[src/rtl/itcm_auto_load_ctrl.sv]
// itcm_auto_load_ctrl: copies LOAD_WORDS words from the load bus into ITCM after load_start.
// Optional XOR checksum check is enabled by defining KRV_ITCM_LOAD_CSUM_EN.
module itcm_auto_load_ctrl #(
  parameter int ADDR_WIDTH = 32,
  parameter int DATA_WIDTH = 32,
  parameter int LOAD_WORDS = 1024,
  parameter logic [ADDR_WIDTH-1:0] SRC_BASE  = '0,
  parameter logic [ADDR_WIDTH-1:0] ITCM_BASE = '0
) (
  input  logic                  cpu_clk,
  input  logic                  cpu_rstn,
  input  logic                  load_start,
  output logic                  itcm_auto_load,
  output logic                  load_done,
  output logic                  ld_req,
  output logic [ADDR_WIDTH-1:0] ld_addr,
  input  logic                  ld_ack,
  input  logic [DATA_WIDTH-1:0] ld_rdata,
  input  logic                  ld_rvalid,
  output logic                  itcm_wr_en,
  output logic [ADDR_WIDTH-1:0] itcm_wr_addr,
  output logic [DATA_WIDTH-1:0] itcm_wr_data
`ifdef KRV_ITCM_LOAD_CSUM_EN
  ,
  input  logic [DATA_WIDTH-1:0] exp_csum,
  output logic                  load_err
`endif
);
  localparam int CW = $clog2(LOAD_WORDS + 1);
  typedef enum logic [2:0] {IDLE, REQ, WAIT, WRITE, DONE} state_e;
  state_e state_q, state_d;
  logic [CW-1:0] cnt_q, cnt_d;
  logic [DATA_WIDTH-1:0] data_q, data_d;
  logic start, last;
  assign start = load_start && (state_q == IDLE || state_q == DONE);
  assign last  = cnt_q == CW'(LOAD_WORDS - 1);
  always_ff @(posedge cpu_clk or negedge cpu_rstn) begin
    if (!cpu_rstn) begin
      state_q <= IDLE;
      cnt_q   <= '0;
      data_q  <= '0;
    end else begin
      state_q <= state_d;
      cnt_q   <= cnt_d;
      data_q  <= data_d;
    end
  end
  always_comb begin
    state_d = state_q;
    cnt_d   = cnt_q;
    data_d  = data_q;
    unique case (state_q)
      IDLE, DONE: begin
        state_d = start ? REQ : state_q;
        cnt_d   = start ? '0 : cnt_q;
      end
      REQ: begin
        state_d = !ld_ack ? REQ : ld_rvalid ? WRITE : WAIT;
        data_d  = (ld_ack && ld_rvalid) ? ld_rdata : data_q;
      end
      WAIT: begin
        state_d = ld_rvalid ? WRITE : WAIT;
        data_d  = ld_rvalid ? ld_rdata : data_q;
      end
      WRITE: begin
        state_d = last ? DONE : REQ;
        cnt_d   = cnt_q + CW'(1);
      end
      default: state_d = IDLE;
    endcase
  end
  // Address outputs read as zero outside their owning state so reset clears them immediately.
  always_comb begin
    itcm_auto_load = state_q == REQ || state_q == WAIT || state_q == WRITE;
    load_done      = state_q == DONE;
    ld_req         = state_q == REQ;
    ld_addr        = (state_q == REQ) ? SRC_BASE + (ADDR_WIDTH'(cnt_q) << 2) : '0;
    itcm_wr_en     = state_q == WRITE;
    itcm_wr_addr   = (state_q == WRITE) ? ITCM_BASE + (ADDR_WIDTH'(cnt_q) << 2) : '0;
    itcm_wr_data   = (state_q == WRITE) ? data_q : '0;
  end
`ifdef KRV_ITCM_LOAD_CSUM_EN
  logic [DATA_WIDTH-1:0] acc_q, acc_d;
  logic err_q, err_d;
  always_ff @(posedge cpu_clk or negedge cpu_rstn) begin
    if (!cpu_rstn) begin
      acc_q <= '0;
      err_q <= 1'b0;
    end else begin
      acc_q <= acc_d;
      err_q <= err_d;
    end
  end
  // The final word is folded in on the same edge that enters DONE.
  always_comb begin
    acc_d = start ? '0 : (state_q == WRITE) ? acc_q ^ data_q : acc_q;
    err_d = start ? 1'b0 : (state_q == WRITE && last) ? ((acc_q ^ data_q) != exp_csum) : err_q;
  end
  assign load_err = err_q;
`endif
endmodule

[config.mk]
export PLATFORM = sky130hd
export DESIGN_NAME = itcm_auto_load_ctrl
export DESIGN_NICKNAME = d
export VERILOG_FILES = /design/src/rtl/itcm_auto_load_ctrl.sv
export SDC_FILE = /design/constraint.sdc
export NUM_CORES = 1
export LEC_CHECK = 0
export BUFFER_PORTS_ARGS = -buffer_cell sky130_fd_sc_hd__clkbuf_2
export CAP_MARGIN = 20
export CORE_ASPECT_RATIO = 0.75
export CORE_MARGIN = 2
export CORE_UTILIZATION = 48
export CTS_BUF_LIST = sky130_fd_sc_hd__clkbuf_8
export DETAILED_ROUTE_END_ITERATION = 8
export PLACE_DENSITY = 0.93
export SETUP_SLACK_MARGIN = 0.1
export SLEW_MARGIN = 20
export SYNTH_ARGS = -nofsm -noshare
export SYNTH_HDL_FRONTEND = slang
export SYNTH_SLANG_ARGS = --single-unit
export TNS_END_PERCENT = 5
[constraint.sdc]
create_clock -name cpu_clk -period 2.3 [get_ports cpu_clk]
set_input_delay 0.345 -clock cpu_clk [delete_from_list [all_inputs] [get_ports cpu_clk]]
set_output_delay 0.345 -clock cpu_clk [all_outputs]
set_load 0.01 [all_outputs]
==> impl_metrics.csv, run 1 <==
group,metric,value,unit
run_status,status,"finished, final reports clean",
worst_setup_path,cp_cell_sequence,"nand3b_2 > inv_6 > buf_12 > and2_1 > clkbuf_2",
worst_setup_path,cp-end-kind,"output pin",
worst_setup_path,slowest_stage,"dfrtp_1",
worst_setup_path,worst-path-stages,5,
clock_tree,h-tree-depth,2,
route,wirelength,5.876,mm
synthesis,yosys_warnings,0,
worst_setup_path,slowest_delay,0.48,ns
worst_setup_path,cp.required,1.96,ns
power,power.switching,1189,uW
timing,clock-skew-final,0.003762,ns
global_routing,grt_pass1_vias,2105,
floorplan,io_pins,137,
timing,drv_slew,0,
place,place_area,3117,sq um
flow_run,max-cap-violations,0,
floorplan,rows,23,
timing,period_minus_slack,2.109,ns
worst_setup_path,r2r_slack,0.62,ns
timing,rsz0062_at_grt,"yes",
clock_tree,hold_buffers,0,
worst_setup_path,cp-start-kind,"flop",
floorplan,dieArea,6362,sq um
power,power_density,1016,nW/um^2
power,switching_share,36.36,%
floorplan,start_util,50.61,%
power,p_comb_share,42.2,%
worst_setup_path,reg2regPathDepth,4,
route,first_iter_violations,153,
timing,period_share,91.70,%
synthesis,yosysTopAreaCell,"dfrtp_1",
clock_tree,root_buffer,"clkbuf_8",
global_routing,antenna_found_initial,0,
power,clkPwrFrac,15.3,%
hold_path,min_path_type,"in -> async",
global_routing,grtUsageMet3,4.891,%
timing,hold_viol_final,0,
worst_setup_path,worstReg2RegStart,"state_q[0]$_DFFE_PN0P_",
synthesis,synth_edf_count,0,
layout,antenna_cells,0,
place,dp_hpwl,4.423,mm
floorplan,core_region_area,5439,sq um
global_routing,busiest_layer,"met2",
synthesis,yosysSeqAreaShare,41.82,%
clock_tree,cts_tree,"yes",
timing,tns,0,ns
global_routing,overflow,0,
clock_tree,path_clk_slew,0.08,ns
timing,max_freq,474.1,MHz
floorplan,die_w,91.44,microns
layout,nets,387,
route,wire_per_inst,13.83,microns
synthesis,netlist_area,2753,sq um
layout,area_delta_synth_final,16.86,%
route,vias_per_cell,4.847,
worst_setup_path,crit_path_start,"state_q[1]$_DFFE_PN0P_",
layout,drive_gt1_share,40.29,%
synthesis,syn_inst,261,
timing,setup_violations,0,
synthesis,synth_top_area_share,41.82,%
worst_setup_path,crit_arrival,1.76,ns
place,place.gp.congestion,0.9041,
worst_setup_path,r2r-end,"data_q[28]$_DFFE_PN0P_",
worst_setup_path,worstSetupPathType,"reg -> out",
worst_setup_path,crit_family,"buffers and inverters",
power,ir_drop,0.5326,mV
route,vias,2060,
route,drtPass1Iterations,4,
place,numPortBuffers,94,
clock_tree,clkSinkCount,46,
synthesis,synth_ff_type,"dfrtp_1",
global_routing,grt_pass1_wl,10.07,mm
floorplan,die_h,69.58,microns
global_routing,grtUsageTotal,19.23,%
worst_setup_path,path_buf_inv,3,
power,leakage,0.001674,uW
route,drc_errors,0,
power,seqPwrFrac,42.5,%
synthesis,ys_types,40,
synthesis,syn_avg_cell_area,10.55,sq um
synthesis,synthArstFlopShare,100.0,%
synthesis,yosys-top-cells-area,"dfrtp_1, and2_1, mux2_2",
power,internal-power,2081,uW
global_routing,grt_start_max_net_pins,33,
clock_tree,clock_path_buffers,2,
clock_tree,cts_setup_buffers,0,
synthesis,ys_ff_latch,46,
worst_setup_path,crit_path_end,"itcm_wr_data[17]",
global_routing,grt_use_met2,32.03,%
layout,final_area,3217,sq um
clock_tree,cts_buffers,5,
global_routing,gr-usage-met1,25.00,%
worst_setup_path,path_max_fanout,30,
route,drtAntennaViolNets,0,
clock_tree,clkLatencyLatePin,0.29,ns
==> layout by cell type, fill, tap and decap left out, types with 2 or more instances in the layout <==
| master | netlist | routed |
|---|---|---|
| nand4_1 | 4 | 4 |
| and3_1 | 3 | 3 |
| a22o_1 | 2 | 2 |
| conb_1 | 1 | 42 |
| nor2_1 | 5 | 4 |
| nand3_1 | 8 | 8 |
| clkbuf_8 | 0 | 6 |
| a31oi_1 | 4 | 4 |
| nand2_1 | 5 | 5 |
| clkbuf_2 | 0 | 94 |
| o21ai_0 | 3 | 3 |
| nor3_1 | 2 | 2 |
| mux2_1 | 3 | 3 |
| dfrtp_1 | 46 | 45 |
| buf_12 | 0 | 2 |
| mux2_2 | 29 | 29 |
| a21oi_1 | 2 | 2 |
| buf_4 | 42 | 2 |
| mux2i_1 | 5 | 5 |
| inv_1 | 3 | 4 |
| a211o_1 | 3 | 3 |
| and2_1 | 54 | 54 |
| nand2b_1 | 2 | 2 |
| and4_1 | 3 | 3 |
==> power groups by stage <==
stage / Combinational [uW] / Clock, uW / Sequential [uW]
after global routing: 1520 / 559 / 1450
after detailed placement: 1380 / 0 / 1410
final: 1380 / 499 / 1390
after floorplan: 1120 / 0 / 1270
after CTS: 1390 / 523 / 1390
after global placement: 1330 / 0 / 1380
==> metal layers <==
layer	vias up	share of wire, %
li1	972	-
met1	991	42
met2	95	49
met3	2	8.4
met4	0	0.32
met5	-	0
==> per-stage QoR <==
stage | worst slack (ns) | hold WS (ns) | power [uW] | util, % | instances
finish | 0.1908 | 0.003213 | 3269 | 59.14 | 425
global route | 0.02493 | 0.02689 | 3530 | 59.14 | 425
CTS | 0.1213 | 0.009891 | 3303 | 59.03 | 425
detailed placement | 0.3511 | 0.3323 | 2789 | 57.30 | 417
global placement | 0.4174 | 0.3274 | 2705 | 57.30 | 417
floorplan | 0.6191 | 0.04941 | 2399 | - | 302
==> how the worst min path moves through the flow <==
stage	from	cells after the start	endpoint	slack (ns)
4_1_cts	cpu_rstn	1	cnt_q[1]$_DFFE_PN0P_	0.01
3_5_place_dp	cpu_rstn	1	data_q[8]$_DFFE_PN0P_	0.33
3_3_place_gp	cpu_rstn	1	data_q[8]$_DFFE_PN0P_	0.33
6_report	cpu_rstn	1	data_q[8]$_DFFE_PN0P_	0.003
2_1_floorplan	cpu_rstn	0	cnt_q[0]$_DFFE_PN0P_	0.05
5_1_grt	cpu_rstn	1	data_q[7]$_DFFE_PN0P_	0.03
==> worst reg2reg max path: stages (launching register included) <==
cell	delay, ns
dfrtp_2	0.48
nand2b_1	0.22
a211oi_4	0.26
buf_12	0.24
mux2_2	0.38
==> registers in the layout, summed over array words and instances, names as in the netlist <==
signal / count
state_q: 3
data_q: 32
cnt_q: 11
==> cells in the mapped netlist, types with 4 or more instances <==
library cell / count
a31oi_1: 4
and2_1: 54
buf_4: 42
buf_6: 4
clkbuf_1: 9
dfrtp_1: 46
mux2_2: 29
mux2i_1: 5
nand2_1: 5
nand3_1: 8
nand4_1: 4
nor2_1: 5
==> repair_timing <==
| action | CTS | global route |
|---|---|---|
| endpoints found under the setup margin | 22 | 32 |
| gates resized for setup | 1 | 3 |
| hold endpoints to repair | 0 | 0 |
==> logic make-up after synthesis <==
group | count (synthesis) | synth area share [%]
xor gates and xnor gates | 1 | 0.3182
other | 1 | 0.1362
AOI/OAI and AO/OA | 20 | 5.682
muxes | 37 | 14.91
buffers and inverters | 62 | 15.41
adders and majority gates | 1 | 0.4545
DFF | 46 | 41.82
and+or+nand+nor | 93 | 21.27
==> cell type report <==
class | instances | area [sq um]
well taps | 75 | 93.84
repair buffers | 98 | 525.5
clock buffers | 6 | 82.58
multi-input cells | 194 | 1334
flip-flops and latches | 46 | 1152
fillers | 483 | 2222
clock inverters | 2 | 8.758
inverters | 4 | 20.02
(Power assumes the default switching activity.)
==> run 2: changes to the inputs <==
ABC_AREA = 1   (was default)
PLACE_DENSITY = default   (was 0.93)
PLACE_DENSITY_LB_ADDON = 0.15   (was default)
TNS_END_PERCENT = default   (was 5)
==> run 2 against run 1 <==
Effect of this change: synthesized cell count increased by 45%; via count increased by 16%; total power increased by 9.0%; clock power decreased by 2%; critical path type unchanged.
==> impl_metrics.csv, run 2 <==
group,metric,value,unit
worst_setup_path,slowest_delay,0.39,ns
clock_tree,cts_buffers,5,
synthesis,netlist_area,2854,sq um
clock_tree,cts_setup_buffers,0,
power,ir_drop,0.5934,mV
worst_setup_path,slowest_stage,"dfrtp_1",
clock_tree,cts_tree,"yes",
synthesis,synth_most_common_cell,"inv_1",
place,pre_cts_slack,0.4701,ns
timing,setup_violations,0,
route,drtAntennaViolNets,0,
worst_setup_path,path_buf_inv,3,
power,leakage,0.001961,uW
layout,area_delta_synth_final,17.23,%
synthesis,syn_avg_cell_area,7.550,sq um
worst_setup_path,path_max_fanout,30,
timing,hold_viol_final,0,
route,wirelength,5.583,mm
synthesis,synth_edf_count,0,
timing,period_minus_slack,2.027,ns
synthesis,syn_inst,378,
layout,reg_top3,"data_q x32, cnt_q x11, state_q x3",
hold_path,min_path_type,"in -> reg",
synthesis,yosysSeqAreaShare,40.33,%
global_routing,antenna_found_initial,0,
route,wire_per_inst,10.11,microns
floorplan,start_util,49.50,%
layout,drive_gt1_share,30.80,%
route,vias,2392,
floorplan,io_pins,137,
floorplan,core_region_area,5766,sq um
timing,tns,0,ns
global_routing,busiest_layer,"met2",
place,dp_hpwl,4.393,mm
clock_tree,root_buffer,"clkbuf_8",
synthesis,ys_ff_latch,46,
route,drtPass1Iterations,4,
layout,nFillCells,568,
timing,period_share,88.14,%
worst_setup_path,crit_family,"buffers and inverters",
place,numPortBuffers,94,
place,place.gp.congestion,0.8738,
floorplan,die_h,70.78,microns
route,drc_errors,0,
timing,rsz0062_at_grt,"no",
timing,max_freq,493.3,MHz
global_routing,grtUsageTotal,17.25,%
global_routing,grt_start_max_net_pins,31,
global_routing,grt_use_met2,27.21,%
clock_tree,h-tree-depth,2,
global_routing,grt_pass1_vias,2100,
worst_setup_path,cp-start-kind,"flop",
layout,antenna_cells,0,
clock_tree,clkLatencyLatePin,0.29,ns
synthesis,yosys_warnings,0,
route,vias_per_cell,4.333,
run_status,status,"finished, final reports clean",
synthesis,synthArstFlopShare,100.0,%
worst_setup_path,cp.required,1.96,ns
floorplan,die_w,93.04,microns
layout,mostFrequentLayoutCell,"clkbuf_2",
synthesis,ys_types,23,
global_routing,grt_pass1_wl,9.128,mm
timing,clock-skew-final,0.001852,ns
clock_tree,path_clk_slew,0.08,ns
worst_setup_path,worstSetupPathType,"reg -> out",
global_routing,gr-usage-met1,23.83,%
synthesis,synth_ff_type,"dfrtp_1",
flow_run,max-cap-violations,0,
route,first_iter_violations,76,
clock_tree,clock_path_buffers,2,
layout,largest_reg_flops,32,
synthesis,synth_top_area_share,40.33,%
synthesis,yosys-top-cells-area,"dfrtp_1, buf_4, inv_1",
layout,layout_common_cells,"clkbuf_2, inv_1, nor2_1, nand2_1, dfrtp_1",
timing,drv_slew,0,
floorplan,rows,24,
global_routing,overflow,0,
clock_tree,clkSinkCount,46,
worst_setup_path,cp-end-kind,"output pin",
layout,nets,511,
global_routing,grtUsageMet3,4.153,%
worst_setup_path,crit_arrival,1.68,ns
floorplan,dieArea,6585,sq um
layout,regMostFlops,"data_q",
timing,finalWorstSetupSlack,0.2727,ns
worst_setup_path,cp_cell_sequence,"inv_1 > nand3_4 > buf_4 > nor2_1 > clkbuf_2",
power,power_density,1065,nW/um^2
synthesis,synthTopCellsByCount,"inv_1, nor2_1, nand2_1",
synthesis,yosysTopAreaCell,"dfrtp_1",
-- run 2: cell types whose count changed after synthesis, sizes merged, moves of 4 or more --
cell / previous run / this run
nor2: 5 / 67
a31oi: 4 / 0
nand2: 5 / 61
clkbuf: 9 / 2
and2: 54 / 0
mux2i: 5 / 0
mux2: 32 / 0
inv: 4 / 84
o21ai: 3 / 41
-- run 2: power by group --
group	internal, uW	switching (uW)	total [uW]
Sequential	1160	211	1370
Clock	238	253	491
Combinational	630	1070	1700
Total	2020	1540	3560
-- run 2: through the flow --
stage | utilization (%) | cell area, sq um | cells | hold slack, ns | total power (uW)
after CTS | 57.90 | 3338 | 552 | 0.2595 | 3602
after global routing | 58.03 | 3346 | 552 | 0.2615 | 3895
final | 58.03 | 3346 | 552 | 0.2678 | 3562
after floorplan | - | 3008 | 419 | 0.04941 | 2685
after detailed placement | 56.14 | 3237 | 543 | 0.2726 | 3097
after global placement | 56.14 | 3237 | 543 | 0.2658 | 3057
-- run 2: logic make-up (layout without fill, tap and decap cells) --
group           count (synthesis)  after routing  synth area share [%]
other cells                     1             42                0.1314
flops                          46             46                 40.33
fa+ha+maj                       1              1                0.4383
compound gates                 45             45                 12.36
buf+inv                       138            193                 25.38
simple gates                  147            147                 21.35
-- run 2: area by class of cell --
cell class	instances	area, sq um	area share, %
clock buffers	6	82.58	2.468
clock inverters	2	8.758	0.2618
inverters	84	315.3	9.424
multi-input cells	235	1140	34.07
flip-flops and latches	46	1151	34.41
well taps	78	97.59	2.917
repair buffers	101	550.5	16.45
-- run 2: metal layers --
layer | wire length, microns | part of all wire [%]
met3 | 443 | 7.9
met2 | 2536 | 45
met5 | 0 | 0
met4 | 47 | 0.84
met1 | 2556 | 46
-- run 2: timing repair --
item	CTS	global route
hold buffers	1	0
endpoints found under the setup margin	0	30
endpoints found under the hold margin	12	0
gates resized for setup	0	1
-- run 2: path summary, 6_finish.rpt --
check,end,cells after the start,slack [ns],from
setup reg to reg,data_q[26]$_DFFE_PN0P_,7,0.60,state_q[2]$_DFFE_PN0P_
max in group asynchronous,data_q[23]$_DFFE_PN0P_,3,1.26,cpu_rstn
hold / removal,data_q[30]$_DFFE_PN0P_,3,0.27,ld_rdata[30]
hold reg to reg,data_q[19]$_DFFE_PN0P_,2,0.48,data_q[19]$_DFFE_PN0P_
min in group asynchronous,state_q[0]$_DFFE_PN0P_,2,0.49,cpu_rstn
setup / recovery,itcm_wr_data[23],5,0.27,state_q[2]$_DFFE_PN0P_
-- run 2: worst min-delay path, delay by kind of cell --
kind | cells | cell delay (ns)
buffers and inverters | 2 | 0.13
AOI/OAI and AO/OA | 1 | 0.05
==> run 3: changes to the inputs <==
RECOVER_POWER = 25   (was default)
==> run 3 against run 2 <==
Effect of this change: utilization decreased by 0.13 points; count of clock-buffer cells in the layout is the same; die area stayed put; combinational power hardly changed; critical endpoint unchanged.
==> impl_metrics.csv, run 3 (synthesized netlist as in run 2, its figures left out) <==
group,metric,value,unit
place,pre_cts_slack,0.4701,ns
clock_tree,root_buffer,"clkbuf_8",
floorplan,rows,24,
power,power_density,1067,nW/um^2
floorplan,core_region_area,5766,sq um
timing,finalWorstSetupSlack,0.2657,ns
layout,nets,511,
timing,rsz0062_at_grt,"no",
clock_tree,clkSinkCount,46,
worst_setup_path,worstSetupPathType,"reg -> out",
timing,clock-skew-final,0.001413,ns
worst_setup_path,cp.required,1.96,ns
worst_setup_path,cp-end-kind,"output pin",
floorplan,die_w,93.04,microns
global_routing,overflow,0,
timing,max_freq,491.6,MHz
route,wl_met3,439,microns
floorplan,start_util,49.50,%
timing,setup_violations,0,
layout,largest_reg_flops,32,
global_routing,grt_start_max_net_pins,31,
power,p_total,3561,uW
flow_run,max-cap-violations,0,
place,dp_hpwl,4.393,mm
clock_tree,path_clk_slew,0.08,ns
floorplan,die_h,70.78,microns
timing,relSlewSlack,40.24,%
layout,final_area,3338,sq um
run_status,status,"finished, final reports clean",
place,numPortBuffers,94,
worst_setup_path,cp-start-kind,"flop",
timing,period_share,88.45,%
global_routing,grt_pass1_wl,9.128,mm
timing,worst_pin_slew,0.8964,ns
layout,layout_common_cells,"clkbuf_2, inv_1, nor2_1, nand2_1, dfrtp_1",
timing,hold_viol_final,0,
layout,mostFrequentLayoutCell,"clkbuf_2",
route,drtPass1Iterations,5,
timing,tns,0,ns
layout,regArea,1151,sq um
clock_tree,cts_tree,"yes",
floorplan,dieArea,6585,sq um
worst_setup_path,path_max_fanout,30,
route,drtAntennaViolNets,0,
route,wl_met2,2.520,mm
global_routing,antenna_found_initial,0,
layout,reg_top3,"data_q x32, cnt_q x11, state_q x3",
worst_setup_path,crit_arrival,1.69,ns
route,top_layer,"met4",
route,vias_per_cell,4.382,
timing,period_minus_slack,2.034,ns
clock_tree,cts_buffers,5,
power,leakage,0.001954,uW
floorplan,io_pins,137,
power,ir_drop,0.5936,mV
worst_setup_path,reg2regPathDepth,7,
route,vias,2419,
clock_tree,cts_setup_buffers,0,
layout,area_delta_synth_final,16.97,%
clock_tree,clock_path_buffers,2,
route,first_iter_violations,101,
layout,multi_input_area,1140,sq um
hold_path,worstHoldPathCells,3,
hold_path,min_path_type,"in -> reg",
clock_tree,h-tree-depth,2,
place,place.gp.congestion,0.8738,
layout,antenna_cells,0,
route,wirelength,5.577,mm
clock_tree,clkLatencyLatePin,0.29,ns
route,drc_errors,0,
layout,regMostFlops,"data_q",
place,place_area,3237,sq um
layout,nFillCells,571,
global_routing,grtUsageTotal,17.25,%
route,wire_per_inst,10.10,microns
timing,drv_slew,0,
global_routing,grt_pass1_vias,2100,
route,wl_met1,2.564,mm
layout,drive_gt1_share,30.38,%
## run 3: worst max-delay path, stage by stage (launching register included)
cell and delay [ns]:
dfrtp_1 0.39, inv_1 0.18, nand3_4 0.22, buf_4 0.30, nor2_1 0.14, clkbuf_2 0.15
## run 3: worst paths after layout
kind                                        start                endpoint  slack (ns)
setup / recovery           state_q[2]$_DFFE_PN0P_        itcm_wr_data[23]        0.27
hold / removal                       ld_rdata[30]  data_q[30]$_DFFE_PN0P_        0.27
setup reg to reg           state_q[2]$_DFFE_PN0P_  data_q[26]$_DFFE_PN0P_        0.60
hold reg to reg            data_q[19]$_DFFE_PN0P_  data_q[19]$_DFFE_PN0P_        0.48
max in group asynchronous                cpu_rstn  data_q[13]$_DFFE_PN0P_        0.41
min in group asynchronous                cpu_rstn  state_q[0]$_DFFE_PN0P_        0.63
## run 3: through the flow
| stage | hold slack (ns) | std cells | util, % |
|---|---|---|---|
| detailed placement | 0.2726 | 543 | 56.14 |
| global placement | 0.2658 | 543 | 56.14 |
| global route | 0.2615 | 552 | 57.90 |
| floorplan | 0.04941 | 419 | - |
| CTS | 0.2595 | 552 | 57.90 |
| finish | 0.2665 | 552 | 57.90 |
## run 3: final cells by class
type / instances / share of cell area [%]
timing repair buffer: 101 / 16.27
tap: 78 / 2.924
inverter: 84 / 9.445
multi-input combinational: 235 / 34.15
clock inverter: 2 / 0.2624
sequential: 46 / 34.48
clock buffer: 6 / 2.474
## run 3: power by group
group	total, uW	switching [uW]	internal [uW]
logic	1700	1070	628
clock network	492	254	238
registers	1370	212	1160
## run 3: repair_timing
item	CTS	global route
endpoints found under the hold margin	12	0
hold buffers	1	0
resized for setup	0	1
setup endpoints to repair	0	30
## run 3: routing by layer
| layer | up-vias | GRT usage, % |
|---|---|---|
| met5 | - | 0 |
| met4 | 0 | 5.229 |
| met3 | 5 | 4.153 |
| met2 | 114 | 27.21 |
| met1 | 1073 | 23.83 |
| li1 | 1227 | - |
